==> src/rtl/gpio_in.sv <==
// gpio_in: memory-mapped GPIO input port.
// Each raw pin is mapped to a logical level, passed through a 2-flop
// synchronizer and a per-pin debounce filter. Edges on the debounced value
// are latched into a write-1-to-clear STATUS register, and that register
// drives a level interrupt.
//
// Ports:
//   clk_i        clock
//   rst_n_i      asynchronous active-low reset
//   wen_i        write enable
//   waddr_i      write address (decoded on [4:0])
//   wdata_i      write data
//   raddr_i      read address (decoded on [4:0], registered)
//   rdata_o      read data, valid the cycle after raddr_i
//   gpio_pins_i  raw asynchronous input pins
//   irq_o        level interrupt, |(STATUS & IRQ_EN)
//
// Register map (addr[4:0]):
//   0x00 DATA (RO), 0x04 IRQ_EN, 0x08 RISE_EN, 0x0C FALL_EN, 0x10 STATUS (W1C)
module gpio_in #(
  parameter int unsigned NPINS        = 4,
  parameter int unsigned DEBOUNCE_CYC = 16,
  parameter bit          ACTIVE_LOW   = 1'b1
) (
  input  logic             clk_i,
  input  logic             rst_n_i,
  input  logic             wen_i,
  input  logic [31:0]      waddr_i,
  input  logic [31:0]      wdata_i,
  input  logic [31:0]      raddr_i,
  output logic [31:0]      rdata_o,
  input  logic [NPINS-1:0] gpio_pins_i,
  output logic             irq_o
);

  localparam int unsigned DATA_W = 32;
  localparam int unsigned OFS_W  = 5;
  localparam int unsigned CNT_W  = $clog2(DEBOUNCE_CYC) + 1;

  localparam logic [CNT_W-1:0] CNT_MAX = CNT_W'(DEBOUNCE_CYC - 1);

  localparam logic [OFS_W-1:0] OFS_DATA    = 5'h00;
  localparam logic [OFS_W-1:0] OFS_IRQ_EN  = 5'h04;
  localparam logic [OFS_W-1:0] OFS_RISE_EN = 5'h08;
  localparam logic [OFS_W-1:0] OFS_FALL_EN = 5'h0C;
  localparam logic [OFS_W-1:0] OFS_STATUS  = 5'h10;

  logic [NPINS-1:0] s1_q, s2_q;
  logic [NPINS-1:0] deb_q, deb_d;
  logic [CNT_W-1:0] cnt_q [NPINS];
  logic [CNT_W-1:0] cnt_d [NPINS];
  logic [NPINS-1:0] irq_en_q, irq_en_d;
  logic [NPINS-1:0] rise_en_q, rise_en_d;
  logic [NPINS-1:0] fall_en_q, fall_en_d;
  logic [NPINS-1:0] status_q, status_d;
  logic [OFS_W-1:0] raddr_q;

  logic [NPINS-1:0] pin_logical_c;
  logic [NPINS-1:0] edge_set_c;
  logic [NPINS-1:0] status_clr_c;
  logic [OFS_W-1:0] wofs_c;
  logic             unused_c;

  // Upper address bits are not decoded; wdata upper bits are dropped.
  assign unused_c = ^{waddr_i[31:OFS_W], raddr_i[31:OFS_W], wdata_i};

  // Polarity mapping ahead of the synchronizer.
  assign pin_logical_c = ACTIVE_LOW ? ~gpio_pins_i : gpio_pins_i;

  // Debounce: accept a new level only after DEBOUNCE_CYC consecutive
  // differing samples; any agreeing sample restarts the count.
  always_comb begin
    deb_d = deb_q;
    for (int i = 0; i < int'(NPINS); i++) begin
      cnt_d[i] = cnt_q[i];
      if (s2_q[i] == deb_q[i]) begin
        cnt_d[i] = '0;
      end else if (cnt_q[i] == CNT_MAX) begin
        deb_d[i] = s2_q[i];
        cnt_d[i] = '0;
      end else begin
        cnt_d[i] = cnt_q[i] + CNT_W'(1);
      end
    end
  end

  // Edge capture uses the enables in force before this edge.
  assign edge_set_c = (~deb_q &  deb_d & rise_en_q)
                    | ( deb_q & ~deb_d & fall_en_q);

  // Register write decode; a same-cycle edge set overrides the W1C clear.
  assign wofs_c       = waddr_i[OFS_W-1:0];
  assign status_clr_c = (wen_i && wofs_c == OFS_STATUS) ? wdata_i[NPINS-1:0] : '0;

  always_comb begin
    irq_en_d  = irq_en_q;
    rise_en_d = rise_en_q;
    fall_en_d = fall_en_q;
    status_d  = (status_q & ~status_clr_c) | edge_set_c;
    if (wen_i) begin
      case (wofs_c)
        OFS_IRQ_EN:  irq_en_d  = wdata_i[NPINS-1:0];
        OFS_RISE_EN: rise_en_d = wdata_i[NPINS-1:0];
        OFS_FALL_EN: fall_en_d = wdata_i[NPINS-1:0];
        default:     ;
      endcase
    end
  end

  // State registers.
  always_ff @(posedge clk_i or negedge rst_n_i) begin
    if (!rst_n_i) begin
      s1_q      <= '0;
      s2_q      <= '0;
      deb_q     <= '0;
      irq_en_q  <= '0;
      rise_en_q <= '0;
      fall_en_q <= '0;
      status_q  <= '0;
      raddr_q   <= '0;
      for (int i = 0; i < int'(NPINS); i++) begin
        cnt_q[i] <= '0;
      end
    end else begin
      s1_q      <= pin_logical_c;
      s2_q      <= s1_q;
      deb_q     <= deb_d;
      irq_en_q  <= irq_en_d;
      rise_en_q <= rise_en_d;
      fall_en_q <= fall_en_d;
      status_q  <= status_d;
      raddr_q   <= raddr_i[OFS_W-1:0];
      for (int i = 0; i < int'(NPINS); i++) begin
        cnt_q[i] <= cnt_d[i];
      end
    end
  end

  // Read mux from the registered address and current register contents.
  always_comb begin
    rdata_o = '0;
    case (raddr_q)
      OFS_DATA:    rdata_o = DATA_W'(deb_q);
      OFS_IRQ_EN:  rdata_o = DATA_W'(irq_en_q);
      OFS_RISE_EN: rdata_o = DATA_W'(rise_en_q);
      OFS_FALL_EN: rdata_o = DATA_W'(fall_en_q);
      OFS_STATUS:  rdata_o = DATA_W'(status_q);
      default:     rdata_o = '0;
    endcase
  end

  assign irq_o = |(status_q & irq_en_q);

endmodule
==> config.mk <==
export PLATFORM = sky130hd
export DESIGN_NAME = gpio_in
export DESIGN_NICKNAME = d
export VERILOG_FILES = /design/src/rtl/gpio_in.sv
export SDC_FILE = /design/constraint.sdc
export NUM_CORES = 1
export LEC_CHECK = 0
export CORE_MARGIN = 2
export CORE_UTILIZATION = 39
export DETAILED_ROUTE_END_ITERATION = 10
export PLACE_DENSITY = 0.79
export SLEW_MARGIN = 20
export SYNTH_ARGS = -nofsm -noshare
export SYNTH_HDL_FRONTEND = slang
export SYNTH_SLANG_ARGS = --single-unit
==> constraint.sdc <==
create_clock -name clk_i -period 1.9 [get_ports clk_i]
set_clock_uncertainty 0.1 [all_clocks]
set_input_delay 0.38 -clock clk_i [delete_from_list [all_inputs] [get_ports clk_i]]
set_output_delay 0.38 -clock clk_i [all_outputs]
set_load 0.02 [all_outputs]
### Yosys cells after proc, flatten, opt, wreduce, memory -nomap -nowiden

Cells that the tools add are included.
Widths: inputs -> output; s select.

* output and inout port bits: 33
* input bits: 103
* bits in registers: 53

* muxes and demuxes: 18
* bitwise logic cells: 12
* reductions and logical operators: 6
* add/subtract/negate cells: 4
* eq/ne operators: 16

Operators with widths (count)
* $eq 5x4->1 const B: 8
* $mux 5: 8
* $and 4x4->4: 6
* $add 5x1->5 const B: 4
* $pmux 4 s5: 1
* $not 4->4: 4
* $eq 5x3->1 const B: 2
* $eq 5x5->1 const B: 2
* $mux 1: 8
* $or 4x4->4: 2
* $reduce_and 2->1: 3
* $logic_not 5->1: 1
* $eq 1x1->1: 4
* $mux 4: 1
* $reduce_or 4->1: 1
* $logic_and 1x1->1: 1

### Longest topological paths before layout

* depth after elaboration: 8
* mapped depth: 4
* gate-level depth less buffers: 4

### Worst setup path before layout

OpenSTA, ideal clock, no wires.

* path kind: flip-flop to output port
* start: register raddr_q[3]
* end: output rdata_o[2]
* data arrival time: 1.262 ns
* required time: 1.420 ns
* cell stages (with the launch flop): 4
* path buffers: 1
* slack: 0.158 ns
* cell sequence: dfrtp_1 > buf_2 > nor4_1 > a32o_1

* longest elaborated chain between the ends: 2
* elaborated cells between the ends (all ways): 6
* classes of those cells: eq/ne (4); mux (1); reduce/logical (1)

RTL lines
* start, declared: RTL line 56 `logic [OFS_W-1:0] raddr_q;`
* start signal, assigned: RTL line 132 `raddr_q <= raddr_i[OFS_W-1:0];`
* $eq 5x5->1, or another cell as far along: RTL line 142 `case (raddr_q)`
* $pmux 4 s5 (*): RTL line 142
* end, declared: RTL line 31 `output logic [31:0] rdata_o,`

Every way passes the cells marked *; elsewhere a longest branch is shown, timed or not.

### Final worst setup path

* start: register raddr_q[4]
* end: output rdata_o[1]

The elaborated chain is that of the path after synthesis.

==> results.cfg <==
[outcome]
status = finished with violations
violations = setup timing

[finish]
nets = 373
regArea_mm2 = 0.001328
drive_gt1_share_pct = 24.34
fillCellCount = 557
multi_input_area_mm2 = 0.001017
diodes = 0
area_growth_pct = 21.81

[setup_path]
critPathMaxStageDelay_ps = 400
startpoint_type = register
end_kind = primary output
path_class = reg -> out
slowest_stage = dfrtp_1
cp.arrival_ps = 1720
worstPathRequired_ps = 1420
path_max_fanout = 2
crit_path_cell_trace = or3_4 > or3_1 > nand4_1 > buf_4

[global_route]
globalRouteTotalUtil_pct = 13.77
grt_max_degree = 54
grt_pass1_wl_um = 7686
first_global_vias = 1658
grt.overflow.total = 0
grt_antenna_before_repair = 0

[sta]
timing.final.ws_setup_ps = -297.8
setup_tns_ps = -1010
rsz0062_at_grt = yes
fmax_mhz = 455.0
hold_violations = 0
finalCritPeriodShare_pct = 115.7
setup_viol = 4
period_minus_slack_ps = 2198
slew_violations = 0

[pwr]
leakage_nw = 1.504
max-vdd-ir-drop_v = 0.0005639
report.power.total_mw = 2.226
pwr_density_cell_mw_per_mm2 = 739.0

[yosys]
synth_top_family_by_area = simple AND/OR/NAND/NOR gates
synth_cell_types = 28
synth_compound_area_share_pct = 3.796
yosysTopAreaCell = dfrtp_1
netlist_area_mm2 = 0.002472
synth_xor_area_share_pct = 4.251
ys_seq_elements = 53
yosysMostFrequentCell = dfrtp_1
avgSynthCellArea_um2 = 11.89
synthFlopType = dfrtp_1
yosys_warnings = 0
async_reset_ff_share_pct = 100.0
yosys.area_share.simple_pct = 16.50
synth_top_cell_area_share_pct = 53.64
synth_fa_ha_area_share_pct = 2.024
netlist_top_cells_area = dfrtp_1 (54%), buf_4 (8.5%), mux2_2 (8.2%)
ys_top_cells_by_count = dfrtp_1 (53), buf_4 (28), mux2_2 (18), nand3_1 (14), nor2_1 (13)
synthMuxAreaShare_pct = 9.919
synth-edff-count = 0
syn_inst = 208
synth-seq-area-share_pct = 53.64

[place]
dp_hpwl_um = 3239
numPortBuffers = 25
gp_congestion = 0.8369

[routing]
antenna_left = 0
highest_layer = met4
drt-met1-wl_um = 2086
met3WireLength_um = 216
drt_iter0_markers = 79
wl_met2_um = 2130
wl_per_cell_um = 13.02
wirelength_um = 4480
drtPass1Iterations = 4
dr_total_vias = 1623
vias_per_cell = 4.718
post-route-drc-count = 0

[floorplan]
fp.dieH_um = 83.62
coreArea_mm2 = 0.006241
num_io_pins = 136
dieWidth_um = 83.62
placementRows = 29
initial_core_util_pct = 39.62
dieArea_mm2 = 0.006992

[clocking]
clk_pin_slew_ps = 90
cts_made_buffers = 5
cts_max_level = 2
cts_root_buf = clkbuf_8
cts.path.max_buffers = 2
cts_sinks = 53
clkLatencyLatePin_ps = 300
cts_tree = done

[worst_hold_path]
hp-class = reg -> reg

[flow_run]
max_cap_viol_count = 0
## path summary, 6_finish.rpt
kind                              end        from  depth (start not counted)  slack [ps]
max in group asynchronous  raddr_q[2]     rst_n_i                          3         970
min in group asynchronous    cnt_q[7]     rst_n_i                          3         480
max                        rdata_o[1]  raddr_q[4]                          4        -300
max reg2reg                  deb_q[1]   cnt_q[10]                          4         450
min                           s2_q[3]     s1_q[3]                          0         250
min reg2reg                   s2_q[3]     s1_q[3]                          0         250
## layer usage
| metal | vias to the layer above | track usage, % |
|---|---|---|
| met2 | 44 | 22.62 |
| met1 | 787 | 18.06 |
| met4 | 0 | 4.399 |
| met5 | - | 0 |
| li1 | 786 | - |
| met3 | 6 | 3.264 |
## metrics by stage
stage	cell area, µm²	utilization [%]	setup slack, ps	instances	hold slack [ps]
6_report	3012	48.26	-297.8	344	252.3
4_1_cts	3000	48.08	-282.8	343	256.8
3_5_place_dp	2890	46.31	-413.4	331	236.5
2_1_floorplan	2574	-	158.3	235	-15.59
5_1_grt	3012	48.26	-375.7	344	267.1
3_3_place_gp	2890	46.31	-393.9	331	232.2
## state kept, by name, summed over array words and instances, names as in the netlist
signal,cells
status_q,4
irq_en_q,4
s2_q,4
s1_q,4
rise_en_q,4
raddr_q,5
cnt_q,20
fall_en_q,4
deb_q,4
## worst max-delay path, delay by kind of cell, from the launching register on
family | cells | cell delay, ps
flops | 1 | 400
buf+inv | 1 | 150
simple gates | 3 | 850
## cell usage in the layout (no fill, tap or decap), types with 3 or more instances in the layout
cell type        instances
ha_1                     4
and2_1                   8
dfrtp_1                 52
buf_4                   30
nor2_1                  13
nand4_1                  4
buf_2                    3
conb_1                  28
clkbuf_8                 5
and3_1                   5
nand4b_1                 3
clkdlybuf4s50_1         19
xor2_1                  12
inv_1                    4
nand3_1                 14
a22o_1                   4
nand3b_1                 9
mux2_2                  18
o21ai_0                  5
nand2_1                  6
## cell type report
cell class,count,area share (%)
clock buffer,7,2.534
clock inverter,1,0.2493
tap,77,3.199
inverter,4,0.4985
sequential,53,44.08
multi-input combinational,147,33.78
timing repair buffer,55,15.66
## logic make-up after synthesis
group,after synthesis
muxes,21
and+or+nand+nor,69
buffers and inverters,35
DFF,53
xor gates and xnor gates,12
other,1
adders and majority gates,4
AOI/OAI and AO/OA,13
## power breakdown
group | total, mW | internal (mW) | switching, mW
logic | 0.342 | 0.178 | 0.165
clock network | 0.612 | 0.261 | 0.351
registers | 1.27 | 1.21 | 0.0593
total | 2.23 | 1.65 | 0.575
## repair_timing
action | CTS | global route
hold endpoints to repair | 53 | 0
hold buffers | 1 | 0
endpoints found under the setup margin | 5 | 5
gates resized for setup | 21 | 3
buffers inserted | 3 | 1
pin swaps | 2 | 1
(Power assumes the default switching activity.)
